<file path="config.mk">
export PLATFORM = sky130hd
export DESIGN_NAME = avmm_pr_arbiter_flat
export DESIGN_NICKNAME = d
export VERILOG_FILES = /design/src/rtl/avmm_pr_arbiter_if.sv /design/src/rtl/avmm_pr_arbiter.sv /design/src/flat_wrapper.sv
export SDC_FILE = /design/constraint.sdc
export NUM_CORES = 1
export LEC_CHECK = 0
export CAP_MARGIN = 25
export CORE_MARGIN = 4
export CORE_UTILIZATION = 42
export CTS_CLUSTER_SIZE = 40
export DETAILED_ROUTE_END_ITERATION = 8
export PLACE_DENSITY = 0.78
export SLEW_MARGIN = 20
export SYNTH_ARGS = -nofsm -noshare
export SYNTH_HDL_FRONTEND = slang
export SYNTH_SLANG_ARGS = --single-unit
</file>
<file path="constraint.sdc">
create_clock -name clk -period 2.21 [get_ports clk]
set_input_delay 0.442 -clock clk [delete_from_list [all_inputs] [get_ports clk]]
set_output_delay 0.442 -clock clk [all_outputs]
set_load 0.02 [all_outputs]
</file>
<file path="src/rtl/avmm_pr_arbiter_if.sv">
// Avalon-MM command/response bundle between the arbiter and the shared
// downstream fabric port. The arbiter drives it through the master modport.
interface avmm_pr_arbiter_if #(
  parameter int ADDR_W = 20,
  parameter int DATA_W = 32
);
  logic [ADDR_W-1:0] address;
  logic [DATA_W-1:0] writedata;
  logic              write;
  logic              read;
  logic              waitrequest;
  logic [DATA_W-1:0] readdata;
  logic              readdatavalid;

  modport master (
    output address,
    output writedata,
    output write,
    output read,
    input  waitrequest,
    input  readdata,
    input  readdatavalid
  );

  modport slave (
    input  address,
    input  writedata,
    input  write,
    input  read,
    output waitrequest,
    output readdata,
    output readdatavalid
  );
endinterface

</file>
<file path="src/rtl/avmm_pr_arbiter.sv">
// Round-robin arbiter sharing one Avalon-MM master port between NUM_REQ
// partial-reconfiguration regions. Only one transaction is outstanding at a
// time; frozen regions are masked from arbitration and read returns are
// bounded by a timeout so a dead slave cannot lock the fabric port.
module avmm_pr_arbiter #(
  parameter int                NUM_REQ        = 2,
  parameter int                ADDR_W         = 20,
  parameter int                DATA_W         = 32,
  parameter int                TIMEOUT_CYCLES = 1024,
  parameter logic [DATA_W-1:0] TIMEOUT_DATA   = 32'hDEAD_BEEF,
  localparam int               GNT_W          = (NUM_REQ > 1) ? $clog2(NUM_REQ) : 1
) (
  input  logic                      clk,
  input  logic                      rst,
  input  logic [NUM_REQ-1:0]        req_read,
  input  logic [NUM_REQ-1:0]        req_write,
  input  logic [NUM_REQ*ADDR_W-1:0] req_address,
  input  logic [NUM_REQ*DATA_W-1:0] req_writedata,
  output logic [NUM_REQ-1:0]        req_waitrequest,
  output logic [DATA_W-1:0]         req_readdata,
  output logic [NUM_REQ-1:0]        req_readdatavalid,
  input  logic [NUM_REQ-1:0]        freeze,
  avmm_pr_arbiter_if.master         m,
  output logic [GNT_W-1:0]          grant_id,
  output logic                      busy,
  output logic                      timeout_err
);

  // Counter is one bit wider than needed so TIMEOUT_CYCLES-1 always fits.
  localparam int CNT_W = $clog2(TIMEOUT_CYCLES) + 1;

  typedef enum logic [1:0] {
    IDLE    = 2'd0,
    ISSUE   = 2'd1,
    WAIT_RD = 2'd2
  } state_t;

  state_t            state_reg;
  logic [GNT_W-1:0]  last_grant_reg;
  logic [CNT_W-1:0]  tmo_cnt_reg;

  logic [NUM_REQ-1:0] valid;
  logic               any_valid;
  logic [GNT_W-1:0]   sel_next;

  logic [ADDR_W-1:0]  addr_arr  [NUM_REQ];
  logic [DATA_W-1:0]  wdata_arr [NUM_REQ];

  // Unpack the per-region command buses and mask frozen regions.
  generate
    for (genvar gi = 0; gi < NUM_REQ; gi++) begin : g_region
      assign addr_arr[gi]  = req_address[gi*ADDR_W +: ADDR_W];
      assign wdata_arr[gi] = req_writedata[gi*DATA_W +: DATA_W];
      assign valid[gi]     = (req_read[gi] | req_write[gi]) & ~freeze[gi];
    end
  endgenerate

  // Round-robin pick: first valid region searching upward from last_grant+1.
  always_comb begin
    int idx;
    idx       = 0;
    any_valid = 1'b0;
    sel_next  = '0;
    for (int k = 1; k <= NUM_REQ; k++) begin
      idx = int'(last_grant_reg) + k;
      if (idx >= NUM_REQ) begin
        idx = idx - NUM_REQ;
      end
      if (!any_valid && valid[GNT_W'(idx)]) begin
        any_valid = 1'b1;
        sel_next  = GNT_W'(idx);
      end
    end
  end

  // Accept strobe: only the selected region is released, and only in IDLE.
  // Held stalled while reset is asserted so nothing is accepted then.
  always_comb begin
    req_waitrequest = '1;
    if (rst && (state_reg == IDLE) && any_valid) begin
      req_waitrequest[sel_next] = 1'b0;
    end
  end

  assign busy = (state_reg != IDLE);

  // Main controller: arbitration, downstream command hold, read return/timeout.
  always_ff @(posedge clk or negedge rst) begin
    if (!rst) begin
      state_reg         <= IDLE;
      last_grant_reg    <= GNT_W'(NUM_REQ - 1);
      tmo_cnt_reg       <= '0;
      grant_id          <= '0;
      m.address         <= '0;
      m.writedata       <= '0;
      m.write           <= 1'b0;
      m.read            <= 1'b0;
      req_readdata      <= '0;
      req_readdatavalid <= '0;
      timeout_err       <= 1'b0;
    end else begin
      req_readdatavalid <= '0;
      timeout_err       <= 1'b0;
      case (state_reg)
        IDLE: begin
          if (any_valid) begin
            grant_id       <= sel_next;
            last_grant_reg <= sel_next;
            m.address      <= addr_arr[sel_next];
            m.writedata    <= wdata_arr[sel_next];
            // A region asserting read and write together is treated as a write.
            m.write        <= req_write[sel_next];
            m.read         <= req_read[sel_next] & ~req_write[sel_next];
            state_reg      <= ISSUE;
          end
        end
        ISSUE: begin
          // The command cannot be retracted once presented, so freeze is
          // ignored here; hold everything until the slave accepts.
          if (!m.waitrequest) begin
            m.write <= 1'b0;
            m.read  <= 1'b0;
            if (m.write) begin
              state_reg <= IDLE;
            end else begin
              tmo_cnt_reg <= '0;
              state_reg   <= WAIT_RD;
            end
          end
        end
        WAIT_RD: begin
          tmo_cnt_reg <= tmo_cnt_reg + 1'b1;
          if (m.readdatavalid) begin
            // Real data wins over a coincident timeout.
            req_readdata                <= m.readdata;
            req_readdatavalid[grant_id] <= ~freeze[grant_id];
            state_reg                   <= IDLE;
          end else if (tmo_cnt_reg == CNT_W'(TIMEOUT_CYCLES - 1)) begin
            req_readdata                <= TIMEOUT_DATA;
            req_readdatavalid[grant_id] <= ~freeze[grant_id];
            timeout_err                 <= 1'b1;
            state_reg                   <= IDLE;
          end
        end
        default: begin
          state_reg <= IDLE;
        end
      endcase
    end
  end

endmodule

</file>
<file path="src/flat_wrapper.sv">
// flat-port wrapper written by rule: the top's interface ports become plain ports
module avmm_pr_arbiter_flat 
#(
  parameter int                NUM_REQ        = 2,
  parameter int                ADDR_W         = 20,
  parameter int                DATA_W         = 32,
  parameter int                TIMEOUT_CYCLES = 1024,
  parameter logic [DATA_W-1:0] TIMEOUT_DATA   = 32'hDEAD_BEEF,
  localparam int               GNT_W          = (NUM_REQ > 1) ? $clog2(NUM_REQ) : 1
)
  (clk, rst, req_read, req_write, req_address, req_writedata, req_waitrequest, req_readdata, req_readdatavalid, freeze, grant_id, busy, timeout_err, m_address, m_writedata, m_write, m_read, m_waitrequest, m_readdata, m_readdatavalid);
  avmm_pr_arbiter_if #(.ADDR_W(ADDR_W), .DATA_W(DATA_W)) m_i ();
  input  logic clk;
  input  logic rst;
  input  logic [NUM_REQ-1:0] req_read;
  input  logic [NUM_REQ-1:0] req_write;
  input  logic [NUM_REQ*ADDR_W-1:0] req_address;
  input  logic [NUM_REQ*DATA_W-1:0] req_writedata;
  output logic [NUM_REQ-1:0] req_waitrequest;
  output logic [DATA_W-1:0] req_readdata;
  output logic [NUM_REQ-1:0] req_readdatavalid;
  input  logic [NUM_REQ-1:0] freeze;
  output logic [GNT_W-1:0] grant_id;
  output logic busy;
  output logic timeout_err;
  output wire logic [$bits(m_i.address)-1:0] m_address;
  output wire logic [$bits(m_i.writedata)-1:0] m_writedata;
  output wire logic [$bits(m_i.write)-1:0] m_write;
  output wire logic [$bits(m_i.read)-1:0] m_read;
  input wire logic [$bits(m_i.waitrequest)-1:0] m_waitrequest;
  input wire logic [$bits(m_i.readdata)-1:0] m_readdata;
  input wire logic [$bits(m_i.readdatavalid)-1:0] m_readdatavalid;
  assign m_address = m_i.address;
  assign m_writedata = m_i.writedata;
  assign m_write = m_i.write;
  assign m_read = m_i.read;
  assign m_i.waitrequest = m_waitrequest;
  assign m_i.readdata = m_readdata;
  assign m_i.readdatavalid = m_readdatavalid;
  avmm_pr_arbiter #(.NUM_REQ(NUM_REQ), .ADDR_W(ADDR_W), .DATA_W(DATA_W), .TIMEOUT_CYCLES(TIMEOUT_CYCLES), .TIMEOUT_DATA(TIMEOUT_DATA)) u_core (.clk(clk), .rst(rst), .req_read(req_read), .req_write(req_write), .req_address(req_address), .req_writedata(req_writedata), .req_waitrequest(req_waitrequest), .req_readdata(req_readdata), .req_readdatavalid(req_readdatavalid), .freeze(freeze), .m(m_i), .grant_id(grant_id), .busy(busy), .timeout_err(timeout_err));
endmodule
</file>
After elaboration in Yosys (flattened, before gate mapping). Cells that the tools add are included.

Register bits after elaboration: 104. Bits of input ports: 146. Output and inout port bits: 93. Logic and storage cells: 106.

Reduce and logical (&&, ||, !) cells: 16. $add $sub $neg: 5. Order comparisons: 9. Equality and inequality tests: 7. Multiplexer cells: 49. Bitwise operators: 9.

Operators by type and width (count): $mux 32 (5); $mux 20 (3); $mux 1 (24); $mux 11 (2); $pmux 11 s2 (1); $mux 2 (9); $add 11x1->11 const B (1); $eq 11x10->1 const B (1); $reduce_and 3->1 (3); $reduce_bool 2->1 (4); $lt 1x3->1 const B (2); $pmux 2 s3 (1); $logic_and 1x1->1 (5); $ge 2x2->1 const B (2); $lt 1x2->1 const B (2); $ne 2x2->1 const B (2); $pmux 1 s2 (2); $reduce_and 2->1 (2); $add 1x2->3 const B (1); $ge 3x2->1 const B (1); $ne 3x2->1 const B (1); $not 1->1 (3); $add 1x1->2 const B (1); $and 1x1->1 (2); 12 further kinds (15).

Depth between registers and ports, before layout.
Depth in word-level cells: 16. Mapped depth: 6. Gate-level depth less buffers: 4.

Worst setup path after synthesis. OpenSTA, ideal clock, no wires.

Path kind: register -> output. Start: reg u_core.state_reg[1]. End: out req_waitrequest[0]. Buffers on the path: 2. Required time: 1.768 ns. Stages on the path, launching flop included: 6. Path slack: 0.395 ns. Arrival time: 1.373 ns. Cells stage by stage: dfrtp_1 > buf_4 > or3_1 > clkbuf_1 > nor2_1 > nand3_1.

Cells in the longest elaborated chain, start to end: 4.

Ends and longest elaborated chain: start, declared (RTL line avmm_pr_arbiter.sv:38) `state_t state_reg;`; start signal, assigned (RTL line avmm_pr_arbiter.sv:90) `state_reg <= IDLE;`; start signal, assigned (RTL line avmm_pr_arbiter.sv:114) `state_reg <= ISSUE;`; start signal, assigned (RTL line avmm_pr_arbiter.sv:124) `state_reg <= IDLE;`; $logic_not 2->1 (RTL line avmm_pr_arbiter.sv:80) `if (rst && (state_reg == IDLE) && any_valid) begin`; $logic_and 1x1->1 (2 in series) (RTL line avmm_pr_arbiter.sv:80); $mux 2 (RTL line avmm_pr_arbiter.sv:80); end, declared (RTL line flat_wrapper.sv:19) `output logic [NUM_REQ-1:0] req_waitrequest;`.

Every way passes these cells.

Worst setup path in the final report.
Start: in freeze[0]. End: out req_waitrequest[1].

Cells in the longest elaborated chain, start to end: 14. Elaborated cells between the ends (all ways): 20. Classes of those cells: order compare (2); mux (11); bitwise (3); reduce/logical (4).

Ends and longest elaborated chain: start, declared (RTL line flat_wrapper.sv:22) `input logic [NUM_REQ-1:0] freeze;`; $not 1->1 (*) (RTL line avmm_pr_arbiter.sv:54) `assign valid[gi] = (req_read[gi] | req_write[gi]) & ~freeze[gi];`; $and 1x1->1 (*) (RTL line avmm_pr_arbiter.sv:54); $mux 1 (not written as such) (2 in series) (RTL line avmm_pr_arbiter.sv:69) `if (!any_valid && valid[GNT_W'(idx)]) begin`; $mux 1 (RTL line avmm_pr_arbiter.sv:69); $logic_not 1->1 (RTL line avmm_pr_arbiter.sv:69); $logic_and 1x1->1 (RTL line avmm_pr_arbiter.sv:69); $mux 1 (RTL line avmm_pr_arbiter.sv:69); $lt 1x2->1 (not written as such) / $ge 1x1->1 (equally long branches) (RTL line avmm_pr_arbiter.sv:81) `req_waitrequest[sel_next] = 1'b0;`; $logic_and 1x1->1 (not written as such) (RTL line avmm_pr_arbiter.sv:81); $mux 1 (not written as such) (RTL line avmm_pr_arbiter.sv:81); $demux 1 s1; $not 2->2 (no source line); $mux 2 (*) (RTL line avmm_pr_arbiter.sv:80).

Every way passes the cells marked *; elsewhere a longest branch is shown, timed or not. The select of a mux whose other input is x is not followed.

==> impl_metrics.csv <==
group,metric,value,unit
outcome,outcome,"completed",
timing,hold_viol_final,0,
worst_setup_path,critPathKind,"input port to output port",
pwr,power,9.68,mW
logic_synthesis,synth_top_area_share,50.3,%
worst_setup_path,startpoint_type,"input port",
routing,first_pass_iters,5,
job,maxCapViolCount,0,
worst_setup_path,end_kind,"output port",
routing,wl_per_cell,17.6,µm
logic_synthesis,ys_ff_latch,104,
logic_synthesis,synth.avg_cell_area,9.33,µm²
global_route,grt_pass1_wl,26500,µm
worst_setup_path,cp.required,1770,ps
routing,route.detailed.drc,0,
clock_network,insertion_delay,340,ps
global_route,grt_max_degree,72,
clock_network,clock-root-buffer,"clkbuf_16",
logic_synthesis,synth_area,0.00512,mm²
finish,largestRegisters,"u_core.m.writedata: 32 flops, u_core.req_readdata: 32 flops, u_core.m.address: 20 flops",
floorplan,num_rows,40,
routing,via_count,5062,
finish,antenna_cells,0,
finish,area_growth,54.7,%
logic_synthesis,synth_cell_type_count,45,
global_route,overflow,0,
timing,max_clock_freq,465,MHz
clock_network,cts.clk_slew.worst_paths,70,ps
finish,nets,915,
floorplan,io_pins,239,
timing,rsz0062_at_grt,"false",
clock_network,clockBufferDepth,2,
logic_synthesis,seq_area_frac_synth,50.8,%
worst_setup_path,crit_arrival,1710,ps
clock_network,h-tree-depth,3,
clock_network,cts_tree,"yes",
timing,fin_setup_tns,0,ps
routing,ant_nets,0,
timing,clock_skew,8.86,ps
timing,worst_slew_pin_slew,901,ps
timing,maxSlewViolCount,0,
floorplan,initial_core_util,42.8,%
logic_synthesis,synth-main-ff-cell,"dfrtp_1",
routing,routed_wl,16200,µm
global_route,antenna_found_initial,0,
logic_synthesis,synth_area_leaders,"dfrtp_1 (50%), o31ai_1 (7.9%), o21ai_0 (6.3%)",
pwr,vdd_ir_drop_max,0.000468,V
timing,finalCritPeriodShare,97.4,%
placement,routabilityCongestion,0.813,
placement,dp_hpwl,11600,µm
clock_network,clock-sinks,104,
logic_synthesis,async_reset_ff_share,100,%
clock_network,cts_setup_buffers,0,
clock_network,cts_buffers,9,
hold_path,min_path_type,"input port to async pin",
logic_synthesis,synth_common_cells,"dfrtp_1 (103), o21ai_0 (65), a21oi_1 (63)",
timing,setup_viol,0,
floorplan,design.die.area,0.0140,mm²
logic_synthesis,syn-num-nets,696,
timing,min_period,2150,ps
pwr,p_leak,3.37,nW
floorplan,core,0.0120,mm²
routing,drtIter0Drc,391,
logic_synthesis,synth.most_common_cell,"dfrtp_1",
pwr,power.density,1220,mW/mm²
floorplan,die_w,118,µm
logic_synthesis,synth-edff-count,0,
placement,port_buffers,238,
worst_setup_path,rrSetupSlack,270,ps
worst_setup_path,cp_max_fo,2,
routing,viasPerCell,5.50,
logic_synthesis,synth_largest_area_cell,"dfrtp_1",
global_route,grt_pass1_vias,5129,
logic_synthesis,syn_inst,549,
logic_synthesis,yosysWarnings,0,
floorplan,die_y,118,µm
timing,max_slew_margin,40.0,%
finish,drive_gt1_share,9.31,%
global_route,grt_use_total,22.8,%
area by class of cell:
class                      count  area [µm²]
clock inverter                 6        68.8
timing repair buffer         260        2570
tap                          147         184
fill                         973        4040
inverter                       4        15.0
clock buffer                  10         229
sequential                   104        2600
multi-input combinational    389        2250
where the power goes:
| part | switching (mW) | leakage [nW] | internal, mW |
|---|---|---|---|
| logic | 2.63 | 1.95 | 2.26 |
| registers | 0.489 | 1.29 | 2.70 |
| clock network | 0.718 | 0.131 | 0.883 |
worst max-delay path, stage by stage:
cell and delay, ps:
clkdlybuf4s50_1 420, or3_2 470, nor2_4 130, nand3b_1 80, buf_2 160
logic make-up (layout without fill, tap and decap cells):
kind of cell,count (synthesis),after routing,share of synthesized area [%]
AOI/OAI and AO/OA,194,194,22.4
buffers and inverters,56,280,5.74
and+or+nand+nor,189,189,19.9
muxes,4,4,0.806
adders and majority gates,1,1,0.244
DFF,104,104,50.8
xor gates and xnor gates,1,1,0.171
through the flow:
stage	hold slack (ps)	worst slack, ps	cells	area [µm²]	util (%)
5_1_grt	204	24.3	920	7930	66.3
3_5_place_dp	473	-377	904	7630	63.8
2_1_floorplan	146	395	549	5120	-
3_3_place_gp	454	-363	904	7630	63.8
4_1_cts	163	58.7	920	7920	66.2
6_report	155	57.2	920	7930	66.3
placed cells by master (no fill, tap or decap), types with 2 or more instances in the layout:
| cell type | instances |
|---|---|
| nand3_2 | 19 |
| buf_4 | 19 |
| nand2_1 | 59 |
| mux2i_1 | 3 |
| o31ai_1 | 54 |
| clkbuf_16 | 9 |
| nor2_1 | 53 |
| o41ai_1 | 2 |
| clkdlybuf4s50_1 | 234 |
| o21ai_0 | 65 |
| nor3_1 | 2 |
| nor2_4 | 3 |
| a21oi_1 | 63 |
| nand3b_1 | 5 |
| dfrtp_1 | 103 |
| nand2b_1 | 9 |
| nand3_1 | 14 |
| buf_12 | 3 |
| inv_1 | 3 |
| and4b_1 | 8 |
| buf_2 | 2 |
| or2_2 | 2 |
| nor4_1 | 3 |
| clkinvlp_4 | 4 |
| o21a_1 | 2 |
| o211ai_1 | 3 |
worst paths after layout:
check / depth (start not counted) / from / to
min in group clk: 1 / u_core.tmo_cnt_reg[8] / u_core.tmo_cnt_reg[8]
worst max-delay path: 5 / freeze[0] / req_waitrequest[1]
worst min register to register: 1 / u_core.tmo_cnt_reg[8] / u_core.tmo_cnt_reg[8]
max in group asynchronous: 2 / rst / u_core.m.address[2]
worst max register to register: 5 / u_core.state_reg[1] / u_core.m.writedata[21]
worst min-delay path: 2 / rst / u_core.m.writedata[17]
layer usage:
layer / share of wire (%) / GRT usage (%) / vias to the layer above / routed length (µm)
met5: 0 / 0 / - / 0
met4: 1.5 / 6.66 / 0 / 242
met3: 6.9 / 4.98 / 16 / 1110
met2: 48 / 38.0 / 215 / 7840
met1: 43 / 30.0 / 2437 / 6980
li1: - / - / 2394 / -
repair_timing:
item                                    CTS  global route
gates resized for setup                  11             1
endpoints found under the setup margin    3             1
hold buffers                              0             0
Power figures use the tool's default switching activity.
